$ cat src/rtl/port_sequencer.sv
// N-port request sequencer: fixed/round-robin pick, one-deep registered output tagged with port id.
// Optional starvation aging is enabled by defining PORT_SEQ_AGING_EN.

`ifdef PORT_SEQ_AGING_EN
module port_seq_wait_ctr #(
  parameter int MAX_WAIT = 15,
  localparam int CW = $clog2(MAX_WAIT + 1)
) (
  input  logic clk,
  input  logic rst,
  input  logic valid,
  input  logic ready,
  output logic aged
);
  logic [CW-1:0] cnt;

  always_ff @(posedge clk) begin
    if (rst || !valid || ready) cnt <= '0;
    else if (cnt != CW'(MAX_WAIT)) cnt <= cnt + 1'b1;
  end

  assign aged = (cnt == CW'(MAX_WAIT));
endmodule
`endif

module port_sequencer #(
  parameter int NUM_PORTS = 3,
  parameter int WIDTH     = 8,
  parameter int MAX_WAIT  = 15,
  localparam int PID_W    = $clog2(NUM_PORTS)
) (
  input  logic                       clk,
  input  logic                       rst,
  input  logic [NUM_PORTS*WIDTH-1:0] port_data,
  input  logic [NUM_PORTS-1:0]       port_valid,
  output logic [NUM_PORTS-1:0]       port_ready,
  input  logic                       rr_mode,
  output logic [WIDTH-1:0]           mem_data,
  output logic                       mem_valid,
  output logic [PID_W-1:0]           mem_pid,
  input  logic                       mem_ready
);
  if (NUM_PORTS < 2 || NUM_PORTS > 8) begin : g_bad_ports
    $error("port_sequencer: NUM_PORTS must be 2..8");
  end
  if (MAX_WAIT < 1 || MAX_WAIT > 255) begin : g_bad_wait
    $error("port_sequencer: MAX_WAIT must be 1..255");
  end

  logic [PID_W-1:0]     rr_ptr, sel, nxt_ptr;
  logic [PID_W:0]       rot;
  logic                 found, free, grant;
  logic [NUM_PORTS-1:0] aged;

`ifdef PORT_SEQ_AGING_EN
  for (genvar i = 0; i < NUM_PORTS; i++) begin : g_wait
    port_seq_wait_ctr #(.MAX_WAIT(MAX_WAIT)) u_ctr (
      .clk  (clk),
      .rst  (rst),
      .valid(port_valid[i]),
      .ready(port_ready[i]),
      .aged (aged[i])
    );
  end
`else
  assign aged = '0;
`endif

  assign free  = !mem_valid || mem_ready;
  assign grant = found && free && !rst;

  always_comb begin
    sel   = '0;
    found = 1'b0;
    rot   = '0;
    if (rr_mode) begin
      for (int k = 0; k < NUM_PORTS; k++) begin
        rot = {1'b0, rr_ptr} + (PID_W+1)'(k);
        if (rot >= (PID_W+1)'(NUM_PORTS)) rot = rot - (PID_W+1)'(NUM_PORTS);
        if (!found && port_valid[rot[PID_W-1:0]]) begin
          found = 1'b1;
          sel   = rot[PID_W-1:0];
        end
      end
    end else begin
      for (int i = NUM_PORTS-1; i >= 0; i--) begin
        if (port_valid[PID_W'(i)]) begin
          found = 1'b1;
          sel   = PID_W'(i);
        end
      end
    end
    // an aged requester overrides either mode; descending scan leaves the lowest index
    for (int i = NUM_PORTS-1; i >= 0; i--) begin
      if (aged[PID_W'(i)] && port_valid[PID_W'(i)]) begin
        found = 1'b1;
        sel   = PID_W'(i);
      end
    end
  end

  always_comb begin
    port_ready = '0;
    if (grant) port_ready[sel] = 1'b1;
  end

  assign nxt_ptr = (sel == PID_W'(NUM_PORTS-1)) ? '0 : sel + PID_W'(1);

  always_ff @(posedge clk) begin
    if (rst) begin
      mem_valid <= 1'b0;
      mem_data  <= '0;
      mem_pid   <= '0;
      rr_ptr    <= '0;
    end else if (free) begin
      if (found) begin
        mem_valid <= 1'b1;
        mem_data  <= port_data[sel*WIDTH +: WIDTH];
        mem_pid   <= sel;
        rr_ptr    <= nxt_ptr;
      end else begin
        mem_valid <= 1'b0;
      end
    end
  end
endmodule
$ cat config.mk
export PLATFORM = sky130hd
export DESIGN_NAME = port_sequencer
export DESIGN_NICKNAME = d
export VERILOG_FILES = /design/src/rtl/port_sequencer.sv
export SDC_FILE = /design/constraint.sdc
export NUM_CORES = 1
export LEC_CHECK = 0
export ABC_AREA = 1
export CORE_MARGIN = 4
export CORE_UTILIZATION = 60
export DETAILED_ROUTE_END_ITERATION = 7
export DONT_BUFFER_PORTS = 1
export GPL_TIMING_DRIVEN = 0
export PLACE_DENSITY = 0.76
export SKIP_LAST_GASP = 1
export SLEW_MARGIN = 20
export SYNTH_ARGS = -nofsm -noshare
export SYNTH_HDL_FRONTEND = slang
export SYNTH_SLANG_ARGS = --single-unit
$ cat constraint.sdc
create_clock -name clk -period 2.9 [get_ports clk]
set_clock_uncertainty 0.15 [all_clocks]
set_input_delay 0.725 -clock clk [delete_from_list [all_inputs] [get_ports clk]]
set_output_delay 0.725 -clock clk [all_outputs]
set_load 0.1 [all_outputs]
==> impl_metrics.ini <==
[cts]
tritoncts = built
worst_skew_pair.late_latency_ns = 0.28
cts-buffers-inserted = 3
root_buffer = clkbuf_4
ctsHoldBuffers = 0
htree_levels = 1
clkSinkCount = 13
clk_pin_slew_ns = 0.08
cts_buffer_depth = 2

[yosys]
ys_warn_count = 0
seq_area_frac_synth_pct = 23.3
syn-num-nets = 208
yosys.area.top_type_share_pct = 23.3
synth_seq_cells = 13
yosys.area.top_type = dfxtp_1
ys_top_cells_by_area = dfxtp_1 23%, nand2_1 16%, inv_1 9.7%, nand3_1 8.9%, nand2_2 5.6%
syn_avg_cell_area_um2 = 6.47
synth_cell_types = 23
synth.cell_area_um2 = 1120
synthCells = 173

[final_layout]
instances_no_fill = 221
fin_area_um2 = 1470
final_nets = 232
diodes = 0
fill_cells = 115
synthToLayoutAreaGrowth_pct = 31.3
drive_gt1_share_pct = 35.2
fin_util_pct = 84.2

[placement]
dp_cells = 198
numPortBuffers = 0
place_congestion = 0.770
placed_area_um2 = 1230
dpl.hpwl_mm = 2.14

[critical_path]
r2r_start = rr_ptr[0]
cp-endpoint = port_ready[0]
path_max_fanout = 11
timing.rr.end = mem_data[7]
arrival_ns = 2.43
cp-end-kind = primary output
crit_type = register to primary output
start_kind = register
r2r_cells = 14
r2r_slack_ns = 0.49
cp_data_required_time_ns = 2.03
critPathLaunch = rr_ptr[1]

[global_route]
grt_start_max_net_pins = 12
grt_pass1_wl_mm = 5.14
track_usage_pct = 26.2
antenna_found_initial = 0
grt_pass1_vias = 1187
gr-total-overflow = 0

[route]
route.vias.total = 1206
viasPerCell = 5.46
drt_wl_total_mm = 3.32
wire_per_inst_um = 15.0
route.detailed.drc = 0
ant_nets = 0
drt-initial-drc-count = 42
first_pass_iters = 4

[sta]
finalMaxSlewViolations = 0
slew_headroom_pct = 34.0
fin_crit_ns = 3.31
finalSetupViolCount = 3
fin_crit_sh_pct = 114
fin_ws_ns = -0.408
fmax_mhz = 302
final_hold_viol_count = 0
grt_setup_unrepaired = true
worstMarginPinSlew_ns = 0.989

[floorplanning]
std_cell_rows = 15
dieWidth_um = 51.2
io-pin-count = 45
die-area_um2 = 2620
fp.dieH_um = 51.2
design.core.area_um2 = 1750
initial_core_util_pct = 64.1

[hold_path]
hp-class = primary input to register

[job]
drv_cap = 0

[status]
run_status = complete, but fails checks
violations = negative setup slack
==> synth_stat cells, drive strengths merged <==
cell type / n
nor3: 2
a21oi: 4
buf: 1
nand3: 27
dfxtp: 13
nand3b: 3
nand2: 60
o32ai: 2
nor2: 17
a21boi: 1
inv: 32
ha: 4
o21ai: 7
==> sequential cells by signal, summed over array words and instances (netlist names) <==
| signal | count |
|---|---|
| mem_data | 8 |
| mem_pid | 2 |
| rr_ptr | 2 |
| mem_valid | 1 |
==> metal layers <==
metal / up-vias / wire length (um) / global-route usage [%]
met5: - / 0 / 0
met4: 0 / 40 / 6.73
met3: 6 / 209 / 6.71
met2: 42 / 1800 / 47.4
met1: 567 / 1270 / 30.3
li1: 591 / - / -
==> cell families after synthesis <==
| logic type | count (synthesis) | synth area share (%) |
|---|---|---|
| buffers and inverters | 33 | 12.0 |
| adder cells (fa/ha/maj) | 4 | 4.47 |
| AO/OA/AOI/OAI | 14 | 7.16 |
| AND/OR/NAND/NOR | 109 | 53.1 |
| flip-flops | 13 | 23.3 |
==> stage by stage <==
| stage | setup WS (ns) | TNS, ns | hold slack [ns] |
|---|---|---|---|
| 6_report | -0.408 | -1.02 | 0.350 |
| 5_1_grt | -0.517 | -1.36 | 0.335 |
| 4_1_cts | -0.477 | -1.22 | 0.353 |
| 3_5_place_dp | -0.341 | -0.644 | 0.423 |
| 3_3_place_gp | -0.306 | -0.511 | 0.404 |
| 2_1_floorplan | -0.164 | -0.179 | 0.385 |
==> layout by cell type, fill, tap and decap left out, drive strengths merged <==
cell / count
o32ai: 2
clkbuf: 4
dfxtp: 13
nand2: 60
ha: 4
nor3: 2
buf: 20
nand3b: 3
nor2: 17
nand3: 27
a21boi: 1
a21oi: 4
o21ai: 7
inv: 32
==> critical path, stage by stage (launching register included) <==
cell and delay (ns):
dfxtp_4 0.39, inv_4 0.05, ha_4 0.18, inv_2 0.08
nand2_1 0.05, nand3_1 0.10, nand2_2 0.12, nand2_4 0.12
nor3_4 0.05, nor2_4 0.15, buf_4 0.21, nand3_4 0.12
nor2_4 0.53
==> worst min path at each step <==
stage	from	end	depth (start not counted)
2_1_floorplan	rr_ptr[0]	rr_ptr[0]	2
3_3_place_gp	rr_ptr[0]	rr_ptr[0]	2
3_5_place_dp	rr_ptr[0]	rr_ptr[0]	2
4_1_cts	rst	mem_data[3]	1
5_1_grt	rst	mem_data[3]	1
6_report	rst	mem_data[3]	1
==> repair_timing <==
action,CTS,global route
gates resized for setup,14,2
setup endpoints to repair,3,3
setup buffers,10,8
pin swaps,10,10
==> cell type report <==
type	instances	area, um^2	area share, %
Clock buffer	4	26.3	1.79
Inverter	32	143	9.71
Multi-Input combinational cell	127	823	56.0
Sequential cell	13	268	18.2
Tap cell	25	31.3	2.13
Timing Repair Buffer	20	178	12.1
Power is not shown: default switching activity piles up to over one toggle a cycle in this logic, so the estimate is an artifact.
